==> src/rtl/uart_rx_cfg.sv <==
// uart_rx_cfg: UART receiver with input synchroniser, 3-sample mid-bit majority vote,
// parity/framing/break detection and a one-cycle o_valid strobe per frame.
module uart_rx_cfg #(
   parameter int CLK_FREQ    = 250000,
   parameter int BAUD        = 9600,
   parameter int DATA_BITS   = 8,
   parameter int PARITY      = 0,
   parameter int STOP_BITS   = 1,
   parameter int SYNC_STAGES = 2
) (
   input  logic                 i_clk,
   input  logic                 i_rst,
   input  logic                 i_in,
   output logic [DATA_BITS-1:0] o_data,
   output logic                 o_valid,
   output logic                 o_parity_err,
   output logic                 o_frame_err,
   output logic                 o_break,
   output logic                 o_busy
);
   localparam int CPB  = CLK_FREQ / BAUD;
   localparam int HALF = CPB / 2;
   localparam int CW   = $clog2(CPB);

   if (CPB < 4 || DATA_BITS < 5 || DATA_BITS > 9 || PARITY < 0 || PARITY > 2 ||
       (STOP_BITS != 1 && STOP_BITS != 2) || SYNC_STAGES < 2) begin : g_bad_cfg
      $error("uart_rx_cfg: illegal parameter combination");
   end

   typedef enum logic [2:0] {S_IDLE, S_START, S_DATA, S_PARITY, S_STOP, S_WAIT_HIGH} state_t;

   state_t               state_q, state_d;
   logic [SYNC_STAGES-1:0] sync_q;
   logic [CW-1:0]        cnt_q, cnt_d;
   logic [3:0]           idx_q, idx_d;
   logic [1:0]           smp_q, smp_d;
   logic [DATA_BITS-1:0] shd_q, shd_d, data_q, data_d;
   logic                 par_q, par_d, stop0_q, stop0_d, perr_q, perr_d, ferr_q, ferr_d;
   logic                 valid_q, valid_d, pe_q, pe_d, fe_q, fe_d, brk_q, brk_d;
   logic                 rx_s, maj, dec, first_stop, fe_now, brk_now;

   always_ff @(posedge i_clk) sync_q <= i_rst ? '1 : {sync_q[SYNC_STAGES-2:0], i_in};

   assign rx_s       = sync_q[SYNC_STAGES-1];
   assign maj        = (smp_q[0] & smp_q[1]) | (smp_q[0] & rx_s) | (smp_q[1] & rx_s);
   assign dec        = cnt_q == CW'(HALF + 1);
   assign first_stop = (idx_q == '0) ? maj : stop0_q;
   assign fe_now     = ferr_q | ~maj;
   // A break is an all-zero frame whose parity sample and first stop bit are also low
   assign brk_now    = (shd_q == '0) && (PARITY == 0 || !par_q) && !first_stop;

   always_comb begin
      state_d = state_q;
      cnt_d   = (cnt_q == CW'(CPB - 1)) ? '0 : cnt_q + 1'b1;
      idx_d   = idx_q;
      smp_d   = smp_q;
      shd_d   = shd_q;
      par_d   = par_q;
      stop0_d = stop0_q;
      perr_d  = perr_q;
      ferr_d  = ferr_q;
      data_d  = data_q;
      valid_d = 1'b0;
      pe_d    = pe_q;
      fe_d    = fe_q;
      brk_d   = brk_q;
      if (cnt_q == CW'(HALF - 1)) smp_d[0] = rx_s;
      if (cnt_q == CW'(HALF)) smp_d[1] = rx_s;
      case (state_q)
         S_IDLE: begin
            cnt_d = '0;
            if (!rx_s) begin
               state_d = S_START;
               idx_d   = '0;
               perr_d  = 1'b0;
               ferr_d  = 1'b0;
            end
         end
         S_START: if (dec) state_d = maj ? S_IDLE : S_DATA;
         S_DATA: if (dec) begin
            shd_d = {maj, shd_q[DATA_BITS-1:1]};
            idx_d = idx_q + 1'b1;
            if (idx_q == 4'(DATA_BITS - 1)) begin
               idx_d   = '0;
               state_d = (PARITY != 0) ? S_PARITY : S_STOP;
            end
         end
         S_PARITY: if (dec) begin
            par_d   = maj;
            perr_d  = (PARITY == 1) ? ~(^shd_q ^ maj) : (^shd_q ^ maj);
            state_d = S_STOP;
         end
         S_STOP: if (dec) begin
            if (idx_q == '0) stop0_d = maj;
            ferr_d = fe_now;
            idx_d  = idx_q + 1'b1;
            if (idx_q == 4'(STOP_BITS - 1)) begin
               valid_d = 1'b1;
               data_d  = shd_q;
               pe_d    = perr_q;
               fe_d    = fe_now;
               brk_d   = brk_now;
               idx_d   = '0;
               state_d = fe_now ? S_WAIT_HIGH : S_IDLE;
            end
         end
         S_WAIT_HIGH: begin
            cnt_d = '0;
            if (rx_s) state_d = S_IDLE;
         end
         default: state_d = S_IDLE;
      endcase
   end

   always_ff @(posedge i_clk) begin
      if (i_rst) begin
         state_q <= S_IDLE;
         cnt_q   <= '0;
         idx_q   <= '0;
         smp_q   <= '0;
         shd_q   <= '0;
         par_q   <= 1'b0;
         stop0_q <= 1'b0;
         perr_q  <= 1'b0;
         ferr_q  <= 1'b0;
         data_q  <= '0;
         valid_q <= 1'b0;
         pe_q    <= 1'b0;
         fe_q    <= 1'b0;
         brk_q   <= 1'b0;
      end else begin
         state_q <= state_d;
         cnt_q   <= cnt_d;
         idx_q   <= idx_d;
         smp_q   <= smp_d;
         shd_q   <= shd_d;
         par_q   <= par_d;
         stop0_q <= stop0_d;
         perr_q  <= perr_d;
         ferr_q  <= ferr_d;
         data_q  <= data_d;
         valid_q <= valid_d;
         pe_q    <= pe_d;
         fe_q    <= fe_d;
         brk_q   <= brk_d;
      end
   end

   assign o_data       = data_q;
   assign o_valid      = valid_q;
   assign o_parity_err = pe_q;
   assign o_frame_err  = fe_q;
   assign o_break      = brk_q;
   assign o_busy       = state_q != S_IDLE;
endmodule

==> config.mk <==
export PLATFORM = sky130hd
export DESIGN_NAME = uart_rx_cfg
export DESIGN_NICKNAME = d
export VERILOG_FILES = /design/src/rtl/uart_rx_cfg.sv
export SDC_FILE = /design/constraint.sdc
export NUM_CORES = 1
export LEC_CHECK = 0
export CELL_PAD_IN_SITES_DETAIL_PLACEMENT = 0
export CELL_PAD_IN_SITES_GLOBAL_PLACEMENT = 1
export CORE_MARGIN = 1.5
export CORE_UTILIZATION = 43
export CTS_CLUSTER_DIAMETER = 200
export CTS_CLUSTER_SIZE = 14
export DETAILED_ROUTE_END_ITERATION = 10
export PLACE_DENSITY = 0.76
export SYNTH_ARGS = -nofsm -noshare
export SYNTH_HDL_FRONTEND = slang
export SYNTH_SLANG_ARGS = --single-unit
==> constraint.sdc <==
create_clock -name i_clk -period 2.22 [get_ports i_clk]
set_input_delay 0.555 -clock i_clk [delete_from_list [all_inputs] [get_ports i_clk]]
set_output_delay 0.555 -clock i_clk [all_outputs]
set_load 0.01 [all_outputs]
After elaboration in Yosys (flattened, before gate mapping)
Cells that the tools add are included.
{ "word_totals": {"inputBits": 3, "output_inout_bits": 13, "elab_cells": 88, "regBits": 39} }
{ "classes": {"eq_ne": 18, "n_addsub": 2, "mux": 24, "bitwise_logic": 10, "n_reduce_logical": 19} }
{ "op_table": {"columns": ["operator", "count"], "rows": [
  ["3-bit two-way mux", 9],
  ["4-bit two-way mux", 5],
  ["3-bit case mux with 6 select lines", 1],
  ["2-bit != test (second input constant)", 8],
  ["5-bit by 4-bit == test with 1-bit output (second input constant)", 3],
  ["4-bit case mux with 3 select lines", 1],
  ["3-bit AND reduction", 3],
  ["8-bit zero test", 1],
  ["8-bit AND reduction", 1],
  ["8-bit parity", 1],
  ["3-bit by 2-bit == test with 1-bit output (second input constant)", 2],
  ["3-bit == test (second input constant)", 2],
  ["3-bit nonzero test", 2],
  ["5-bit by 1-bit adder with 5-bit output (second input constant)", 1],
  ["5-bit == test (second input constant)", 1],
  ["1-bit two-way mux", 5],
  ["4-bit by 1-bit adder with 4-bit output (second input constant)", 1],
  ["4-bit by 3-bit == test with 1-bit output (second input constant)", 1],
  ["4-bit zero test", 1],
  ["1-bit case mux with 2 select lines", 2],
  ["2-bit AND reduction", 2],
  ["4-bit AND reduction", 1],
  ["2-bit nonzero test", 2],
  ["4-bit OR reduction", 1],
  ["other kinds (10)", 16]
]} }

Logic depth before layout (Yosys ltp)
{ "logic_depth": {"ltp_word": 9, "depth_mapped": 8, "ltp_nobuf": 6} }

Least setup slack after synthesis
OpenSTA, ideal clock, no wires.
{ "synth_timing": {"path_kind": "reg2reg", "start": "register cnt_q[0]", "end": "register data_q[0], in the netlist o_data[0]", "n_path_buf": 2, "path_stages_with_launch": 9, "arrival_time_ps": 1553, "setup_slack_ps": 539, "setup_time_ps": 128, "t_required_ps": 2092, "synth_period_minus_slack_ps": 1681, "cell_sequence": "dfxtp_1 -> inv_1 -> ha_1 -> and4b_1 -> buf_2 -> nand4_2 -> buf_2 -> mux2i_1 -> nor2_1"} }
{ "synth_between": {"elab_chain_len": 2} }
{ "synth_rtl": {"columns": ["element", "line_no", "source"], "rows": [
  ["start, declared", "34", "logic [CW-1:0] cnt_q, cnt_d;"],
  ["start signal, assigned", "133", "cnt_q <= cnt_d;"],
  ["5-bit by 4-bit == test with 1-bit output", "46", "assign dec = cnt_q == CW'(HALF + 1);"],
  ["3-bit AND reduction (no line)", null, null],
  ["end signal, assigned", "141", "data_q <= data_d;"],
  ["end, declared", "37", "logic [DATA_BITS-1:0] shd_q, shd_d, data_q, data_d;"]
]} }
No other way between the ends.
A chain may end at the register's enable or synchronous reset.

Worst setup path after layout
{ "layout_timing": {"start": "register state_q[1]", "end": "output port o_busy"} }
{ "layout_between": {"elab_chain_len": 1} }
{ "layout_rtl": {"columns": ["element", "line_no", "source"], "rows": [
  ["start, declared", "32", "state_t state_q, state_d;"],
  ["start signal, assigned", "132", "state_q <= state_d;"],
  ["3-bit nonzero test", "154", "assign o_busy = state_q != S_IDLE;"],
  ["end, declared", "19", "output logic o_busy"]
]} }
No other way between the ends.

==> flow_metrics.py <==
metrics = {
    "logic_synthesis": {
        "synth_compound_area_share_pct": 9.697,
        "synth_nets": 219,
        "synth_warnings": 0,
        "async_flop_share_pct": 0,
        "synthMuxAreaShare_pct": 10.77,
        "syn_area_mm2": 0.001858,
        "synthCells": 206,
        "yosys.area_share.simple_pct": 21.75,
        "synth.avg_cell_area_um2": 9.020,
        "ys_seq_area_share_pct": 40.94,
        "synth_edf_count": 0,
        "synth_top_family_by_area": "simple AND/OR/NAND/NOR gates",
        "synth_seq_cells": 38,
        "synth_flop_cell": "dfxtp_1",
        "ys_types": 45,
        "synth_fa_ha_area_share_pct": 7.273,
        "synth_xor_area_share_pct": 3.771,
    },
    "detailed_routing": {
        "drt-wirelength-per-cell_um": 13.94,
        "drt_iter0_markers": 56,
        "routed_wl_um": 3805,
        "vias": 1480,
        "routed_via_density": 5.421,
        "first_pass_iters": 4,
        "antenna_left": 0,
        "drc_errors": 0,
    },
    "worst_setup_path": {
        "cp-start-kind": "flip-flop",
        "r2r_start": "idx_q[0]",
        "critPathMaxFanout": 13,
        "required_ns": 1.66,
        "crit_type": "reg -> out",
        "end_kind": "output pin",
        "worstPathArrival_ns": 1.46,
        "crit_family": "buffers and inverters",
        "cpPeakStageDelay_ns": 0.52,
        "cp-startpoint": "state_q[1]",
        "crit_buf_inv": 1,
        "crit_chain": "nor2_1 > nand2_1 > clkdlybuf4s50_1",
        "slowest_stage": "clkdlybuf4s50_1",
    },
    "sta": {
        "finClkSkew_ns": 0.003923,
        "finalSetupTns_ns": 0,
        "timing.final.crit_share_pct": 90.74,
        "final-setup-viol-count": 0,
        "finalHoldViolCount": 0,
        "relSlewSlack_pct": 57.68,
        "worst_pin_slew_ns": 0.6335,
        "rsz0062_at_grt": "false",
        "fmax_ghz": 0.4964,
        "slew_viol_final": 0,
        "period_minus_slack_ns": 2.014,
    },
    "clock_network": {
        "htree_levels": 2,
        "clock_path_buffers": 2,
        "cts_tree": "yes",
        "root_buffer": "clkbuf_8",
        "insertion_delay_ns": 0.29,
        "cts.sinks": 38,
        "clkTransAtPathRegs_ns": 0.08,
        "numCtsBuffers": 5,
        "postCtsHoldBufs": 0,
    },
    "final_layout": {
        "syn2layout_area_growth_pct": 16.23,
        "drive_above_1_share_pct": 8.969,
        "nets": 235,
        "final_cell_mix": "dfxtp_1 (35), nor2_1 (27), mux2i_1 (20), inv_1 (18), clkdlybuf4s50_1 (15)",
        "final_common_cell": "dfxtp_1",
        "num_antenna_cells": 0,
    },
    "flow_run": {
        "max_cap_viol_count": 0,
    },
    "power": {
        "p_per_area_mw_per_mm2": 716.9,
        "power_leakage_nw": 0.9029,
        "p_total_mw": 1.548,
        "vdd_ir_drop_max_v": 0.0004950,
    },
    "die": {
        "dieHeight_um": 68.74,
        "fp-row-count": 23,
        "fp.coreArea_mm2": 0.004086,
        "dieArea_mm2": 0.004725,
        "io_pins": 16,
        "start_util_pct": 45.47,
        "die_w_um": 68.74,
    },
    "global_routing": {
        "grt_first_pass_wirelength_um": 6348,
        "grt_overflow": 0,
        "antenna_found_initial": 0,
        "grt_pass1_vias": 1412,
        "grt_use_total_pct": 18.05,
        "grt_max_degree": 26,
    },
    "run_status": {
        "run_status": "complete, no violations",
    },
    "placed_design": {
        "dp_hpwl_um": 2803,
        "gp_congestion": 0.7858,
        "portBuffers": 15,
    },
    "min_path": {
        "hp-start": "sync_q[0]",
        "min_path_type": "reg -> reg",
    },
}
## layout make-up
cell class,instances,area [um2]
clock buffer,6,82.58
clock inverter,2,12.51
fill,396,1927
inverter,18,67.56
multi-input combinational,140,989.7
sequential,38,764.5
tap,50,62.56
timing repair buffer,19,180.2
## per-layer routing
| metal | GRT usage, % | vias to the layer above | share of wire, % |
|---|---|---|---|
| li1 | - | 745 | - |
| met1 | 22.23 | 710 | 46 |
| met2 | 31.01 | 21 | 49 |
| met3 | 4.545 | 4 | 3.3 |
| met4 | 5.392 | 0 | 1.0 |
| met5 | 0 | - | 0 |
## report_power, final
group / total (mW) / internal, mW / switching (mW)
registers: 0.764 / 0.709 / 0.0551
clock network: 0.495 / 0.250 / 0.246
logic: 0.289 / 0.126 / 0.164
## cell families (layout without fill, tap and decap cells)
| family | count (synthesis) | after routing |
|---|---|---|
| fa+ha+maj | 11 | 11 |
| compound gates | 28 | 28 |
| xor+xnor | 8 | 8 |
| flops | 38 | 38 |
| buf+inv | 28 | 45 |
| mux | 20 | 20 |
| simple gates | 73 | 73 |
## metrics by stage
stage | hold slack (ns) | setup WS, ns | utilization (%) | cells | cell area, um2
finish | 0.4236 | 0.2056 | 52.85 | 273 | 2160
global route | 0.4436 | 0.1562 | 52.85 | 273 | 2160
CTS | 0.4253 | 0.06218 | 52.76 | 273 | 2156
detailed placement | 0.3959 | 0.3498 | 50.43 | 265 | 2061
global placement | 0.3993 | 0.4053 | 50.43 | 265 | 2061
floorplan | 0.3895 | 0.5392 | - | 206 | 1858
## flip-flops by register name (all words and copies together), names as in the netlist
signal and count:
sync_q 2, idx_q 4, o_parity_err 1, o_data 8, o_valid 1, state_q 3
ferr_q 1, shd_q 8, o_frame_err 1, smp_q 2, cnt_q 5, o_break 1
perr_q 1
## cell usage after synthesis (4+ instances only)
library cell / count / area, um2
dfxtp_1: 38 / 760.7
inv_1: 18 / 67.56
nand2_1: 9 / 33.78
mux2i_1: 20 / 200.2
xor2_1: 5 / 43.79
clkbuf_1: 7 / 26.28
ha_1: 10 / 125.1
nand3_1: 6 / 30.03
nand2b_1: 4 / 25.02
a21oi_1: 10 / 50.05
o21ai_0: 5 / 25.02
nor2_1: 27 / 101.4
## final timing paths
check / depth (start not counted) / slack, ns / end
min: 1 / 0.42 / sync_q[1]
max: 3 / 0.21 / o_busy
max reg2reg: 6 / 0.32 / idx_q[3]
min reg2reg: 1 / 0.42 / sync_q[1]
## repair_timing
item                       CTS  global route
setup endpoints to repair    0             1
gates resized for setup      0             3
setup buffers                0             0
Note: power is estimated with default switching activity, not from simulation.
==> variant 1, RTL diff (same settings) <==
Reset style: asynchronous (`i_rst`), changed in one clocked block.
--- a/src/rtl/uart_rx_cfg.sv
+++ b/src/rtl/uart_rx_cfg.sv
@@ -113,5 +113,5 @@
    end
 
-   always_ff @(posedge i_clk) begin
+   always_ff @(posedge i_clk or posedge i_rst) begin
       if (i_rst) begin
          state_q <= S_IDLE;
Check against the original RTL: differs if i_rst is asserted again (counterexample within 4 cycles, from zero or initial values and one cycle with i_rst high); with i_rst held inactive, the same outputs for 10 cycles.
==> variant 1 against the unedited design <==
- fmax fell by 1.6%
- final area rose by 0.87%
- wire length shrank 13%
- count of clock-buffer cells in the layout is the same
- area after synthesis grew 0.54%
- worst setup slack got worse by 0.032 ns
- critical path depth shrank 1
- first-iteration DRC count fell by 16%
- final cell count shrank 7.3%
- clock skew grew 0.0014 ns
- sequential cell count stayed put
- utilization up 0.46 points
Power is not compared: it rests on default switching activity, and its combinational part moved more than twofold at a synthesized area within 25%.
==> variant 1: results (changes against the unedited design) <==
Drt
  • Met1 wire length: 1.66 mm (was 1.76 mm)
  • Via Count: 1279 (was 1480)
  • Initial DRC count: 47 (was 56)
  • Metal2 WL: 1.50 mm (was 1.88 mm)
  • Final wirelength: 3.31 mm (was 3.81 mm)
  • Met3 routed WL: 90 µm (was 126 µm)

STA
  • Final Skew: 0.00528 ns (was 0.00392 ns)
  • Slew margin rel.: 0.700 (was 0.577)

Global routing
  • GRT Total Usage: 0.163 (was 0.181)
  • Global-route wire length before repair: 5.63 mm (was 6.35 mm)
  • Largest net degree at the start of global routing: 37 (was 26)

CTS
  • Max H-tree Level: 2 (unchanged)
  • Worst-path clk slew: 0.07 ns

Logic synthesis
  • Synth unique cells: 46 (was 45)
  • Seq/Total Area, Yosys: 0.504 (was 0.409)
  • Syn Nets: 193 (was 219)
  • Area contributors post-synth: dfrtp_1 48%, ha_1 6.7%, nand2_1 5.6% (was dfxtp_1 41%, mux2i_1 11%, ha_1 6.7%)
  • FFs w/ async S/R, synth: 0.947 (was 0)
  • Ys flop type: dfrtp_1 (was dfxtp_1)
  • Post-synth top cells: 36 x dfrtp_1, 28 x nand2_1, 19 x o21ai_1 (was 38 x dfxtp_1, 27 x nor2_1, 20 x mux2i_1)
  • Synthesized area per cell: 10.4 µm² (was 9.02 µm²)

Finish
  • Layout cells sized above 1: 0.118 (was 0.0897)
  • Layout filler cell count: 381 (was 396)
  • Non-Filler Instances: 253 (was 273)
  • Nets: 215 (was 235)

Placement
  • HPWL Detailed: 2.44 mm (was 2.80 mm)
  • Placer Congestion: 0.839 (was 0.786)

Status
  • Outcome: finished, final reports clean (unchanged)

Critical path
  • Crit Path Max Fanout: 2 (was 13)
  • Critical path arrival: 1.49 ns (was 1.46 ns)
## variant 1: layer usage
layer,track usage,vias up
met5,0,-
li1,-,663
met1,0.221,597
met4,0.0662,0
met3,0.0487,5
met2,0.244,14
## variant 1: cell families (layout without fill, tap and decap cells)
family	Yosys count	after routing	share of synthesized area
AO/OA/AOI/OAI	34	34	0.116
XOR/XNOR	9	9	0.0422
adder cells (fa/ha/maj)	11	11	0.0730
buffers and inverters	22	45	0.0502
flip-flops	38	38	0.504
multiplexers	5	5	0.0295
AND/OR/NAND/NOR	61	61	0.186
## variant 1: power groups by stage
stage	clock network [mW]	logic [mW]	registers, mW
3_5_place_dp	0	0.665	0.912
3_3_place_gp	0	0.650	0.906
6_report	0.452	0.660	0.900
2_1_floorplan	0	0.516	0.898
5_1_grt	0.501	0.749	0.915
4_1_cts	0.473	0.666	0.899
## variant 1: through the flow
stage | setup WS (ns) | instance area (µm²) | utilization | hold WS (ns)
floorplan | 0.608 | 1870 | - | 0.389
global placement | 0.473 | 2090 | 0.512 | 0.403
detailed placement | 0.428 | 2090 | 0.512 | 0.397
CTS | 0.154 | 2180 | 0.533 | 0.428
global route | 0.0921 | 2180 | 0.533 | 0.451
finish | 0.173 | 2180 | 0.533 | 0.430
## variant 1: cell type report
cell class                 count  share of cell area
clock buffer                   6              0.0333
multi-input combinational    120               0.383
tap                           50              0.0287
inverter                      16              0.0276
timing repair buffer          21              0.0896
sequential                    38               0.432
clock inverter                 2             0.00632
## variant 1: final timing paths
path,cells past startpoint,from,to,slack (ns)
setup / recovery,2,state_q[2]$_DFFE_PP0P_,o_busy,0.17
hold / removal,1,sync_q[0]$_SDFF_PP1_,sync_q[1]$_SDFF_PP1_,0.43
setup reg to reg,6,idx_q[0]$_DFFE_PP0P_,idx_q[3]$_DFFE_PP0P_,0.42
hold reg to reg,1,sync_q[0]$_SDFF_PP1_,sync_q[1]$_SDFF_PP1_,0.43
max in group asynchronous,3,i_rst,shd_q[0]$_DFFE_PP0P_,1.18
min in group asynchronous,3,i_rst,cnt_q[0]$_DFF_PP0_,0.72
## variant 1: critical path: stages, from the launching register on
cell	delay, ns
dfrtp_1	0.38
or3_1	0.36
clkdlybuf4s50_1	0.48
==> variant 2, RTL diff (same flow settings) <==
Without the edit above. The parameter `PARITY` goes from 0 to 1.
--- a/src/rtl/uart_rx_cfg.sv
+++ b/src/rtl/uart_rx_cfg.sv
@@ -5,5 +5,5 @@
    parameter int BAUD        = 9600,
    parameter int DATA_BITS   = 8,
-   parameter int PARITY      = 0,
+   parameter int PARITY      = 1,
    parameter int STOP_BITS   = 1,
    parameter int SYNC_STAGES = 2
Behaviour: no difference found for any inputs over 10 cycles, from zero or initial values and one cycle with i_rst high; that may be too few to reach the edited logic, so the function may still have changed.
==> variant 2 against the unedited design <==
- first-iteration DRC count decreased by 20%
- global-route usage fell by 0.42 points
- wire length increased by 9.2%
- via count up 5.5%
- area after synthesis rose by 6.6%
- die area is 6.3% higher
- final area up 6.8%
- sequential cell count grew 1
- critical path depth unchanged
- non-clock buffer count is 4 higher
- worst setup slack got worse by 0.10 ns
Power is not compared: it rests on default switching activity, and its combinational part moved more than twofold at a synthesized area within 25%.
==> variant 2: results (changes against the unedited design) <==
STA
  • Slew margin rel.: 0.607 (was 0.577)
  • Slew Limit Fails: 0 (unchanged)
  • Final Skew: 0.00438 ns (was 0.00392 ns)

Pwr
  • Pleak: 0.976 nW
  • Worst vdd ir: 0.000372 V

CTS
  • Root Buffer: clkbuf_8 (unchanged)
  • Post-CTS setup buffers: 0 (unchanged)
  • Inserted Clock Buffers: 5 (unchanged)
  • Skew-Pair Late Insertion Delay: 0.30 ns
  • Post_cts resized: 0 (unchanged)
  • Worst-path clk slew: 0.07 ns
  • Clock Path Buffers: 2 (unchanged)
  • Max H-tree Level: 2 (unchanged)

Drt
  • Met1 wire length: 1.96 mm (was 1.76 mm)
  • First-pass iteration count of the detailed router: 4 (unchanged)
  • Uppermost layer routed: met4 (unchanged)
  • Metal2 WL: 1.92 mm (was 1.88 mm)
  • Initial DRC count: 45 (was 56)
  • WL per Instance: 14.5 µm (was 13.9 µm)
  • DR vias/cell: 5.44 (was 5.42)
  • Met3 routed WL: 196 µm (was 126 µm)

Global routing
  • Vias in the first global route: 1450 (was 1412)
  • Met2 usage: 0.266 (was 0.310)
  • GRT met1 Usage: 0.235 (was 0.222)
  • Largest net degree at the start of global routing: 24 (was 26)
  • Initial antenna violation count: 0 (unchanged)
  • Met3 usage: 0.0499 (was 0.0455)
  • GRT Total Usage: 0.176 (was 0.181)
  • Global-route wire length before repair: 7.08 mm (was 6.35 mm)

Logic synthesis
  • Xor/xnor share of the synthesized area: 0.0354 (was 0.0377)
  • Syn Nets: 230 (was 219)
  • Synth unique cells: 51 (was 45)
  • Ys flop type: dfxtp_1 (unchanged)
  • Yosys Warn Count: 0 (unchanged)
  • FFs w/ async S/R, synth: 0 (unchanged)
  • Seq/Total Area, Yosys: 0.394 (was 0.409)
  • Post-synth top cells: 39 x dfxtp_1, 32 x nor2_1, 20 x mux2i_1 (was 38 x dfxtp_1, 27 x nor2_1, 20 x mux2i_1)
  • Mux share of post-synthesis cell area: 0.101 (was 0.108)
  • Post-Synth Adder-Cell Area: 0.0689 (was 0.0727)
  • Area contributors post-synth: dfxtp_1 39%, mux2i_1 10%, ha_1 6.3% (was dfxtp_1 41%, mux2i_1 11%, ha_1 6.7%)
  • Synth Area in Compound Gates: 0.118 (was 0.0970)

Finish
  • Layout filler cell count: 398 (was 396)
  • Layout cells sized above 1: 0.106 (was 0.0897)
  • Number of diodes: 0 (unchanged)
  • Nets: 247 (was 235)

Placement
  • Placer Congestion: 0.864 (was 0.786)
  • HPWL Detailed: 2.95 mm (was 2.80 mm)
  • Port Buffers: 15 (unchanged)

Critical path
  • Critical path arrival: 1.56 ns (was 1.46 ns)
  • R2R Setup Slk: 0.33 ns
  • Crit end category: output port (unchanged)
  • Crit Path Max Fanout: 8 (was 13)

Worst hold path
  • Min-delay worst type: register to register (unchanged)

Status
  • Outcome: finished, final reports clean (unchanged)
## variant 2: cell types whose count changed after synthesis, sizes merged, moves of 2 or more
cell,unedited run,this run
clkbuf,7,4
nor2,27,32
buf,3,9
a21o,0,3
o21a,0,2
nand2b,4,2
o211ai,3,1
a21oi,10,7
## variant 2: layout make-up
type	instances	area (µm²)	share of cell area
clock inverters	2	60.1	0.0260
clock buffers	6	72.6	0.0315
well taps	52	65.1	0.0282
multi-input cells	148	1050	0.457
flip-flops and latches	39	781	0.338
repair buffers	23	210	0.0911
inverters	17	63.8	0.0277
## variant 2: report_power, final
part           internal [mW]  leakage, nW  total (mW)  switching [mW]
Sequential             0.702        0.315       0.708         0.00588
Combinational         0.0178        0.596      0.0444          0.0266
Clock                  0.449       0.0654       0.714           0.265
## variant 2: final timing paths
kind | start | to | depth (start not counted)
max | state_q[0]$_SDFFE_PP0P_ | o_busy | 3
min | sync_q[0]$_SDFF_PP1_ | sync_q[1]$_SDFF_PP1_ | 1
max reg2reg | cnt_q[0]$_SDFF_PP0_ | idx_q[0]$_SDFFE_PP0P_ | 6
min reg2reg | sync_q[0]$_SDFF_PP1_ | sync_q[1]$_SDFF_PP1_ | 1
## variant 2: stage by stage
stage | worst slack, ns | instances | instance area (µm²) | power [mW] | hold slack (ns)
after floorplan | 0.613 | 217 | 1980 | 0.753 | 0.389
after global placement | 0.449 | 279 | 2170 | 0.768 | 0.391
after detailed placement | 0.393 | 279 | 2170 | 0.769 | 0.396
after CTS | 0.109 | 287 | 2310 | 1.48 | 0.413
after global routing | 0.0381 | 287 | 2310 | 1.52 | 0.444
final | 0.106 | 287 | 2310 | 1.47 | 0.411
## variant 2: critical path, stage by stage (launching register included)
cell and delay, ns:
dfxtp_1 0.51, nor2_1 0.12, nand2_1 0.09, clkdlybuf4s50_1 0.53
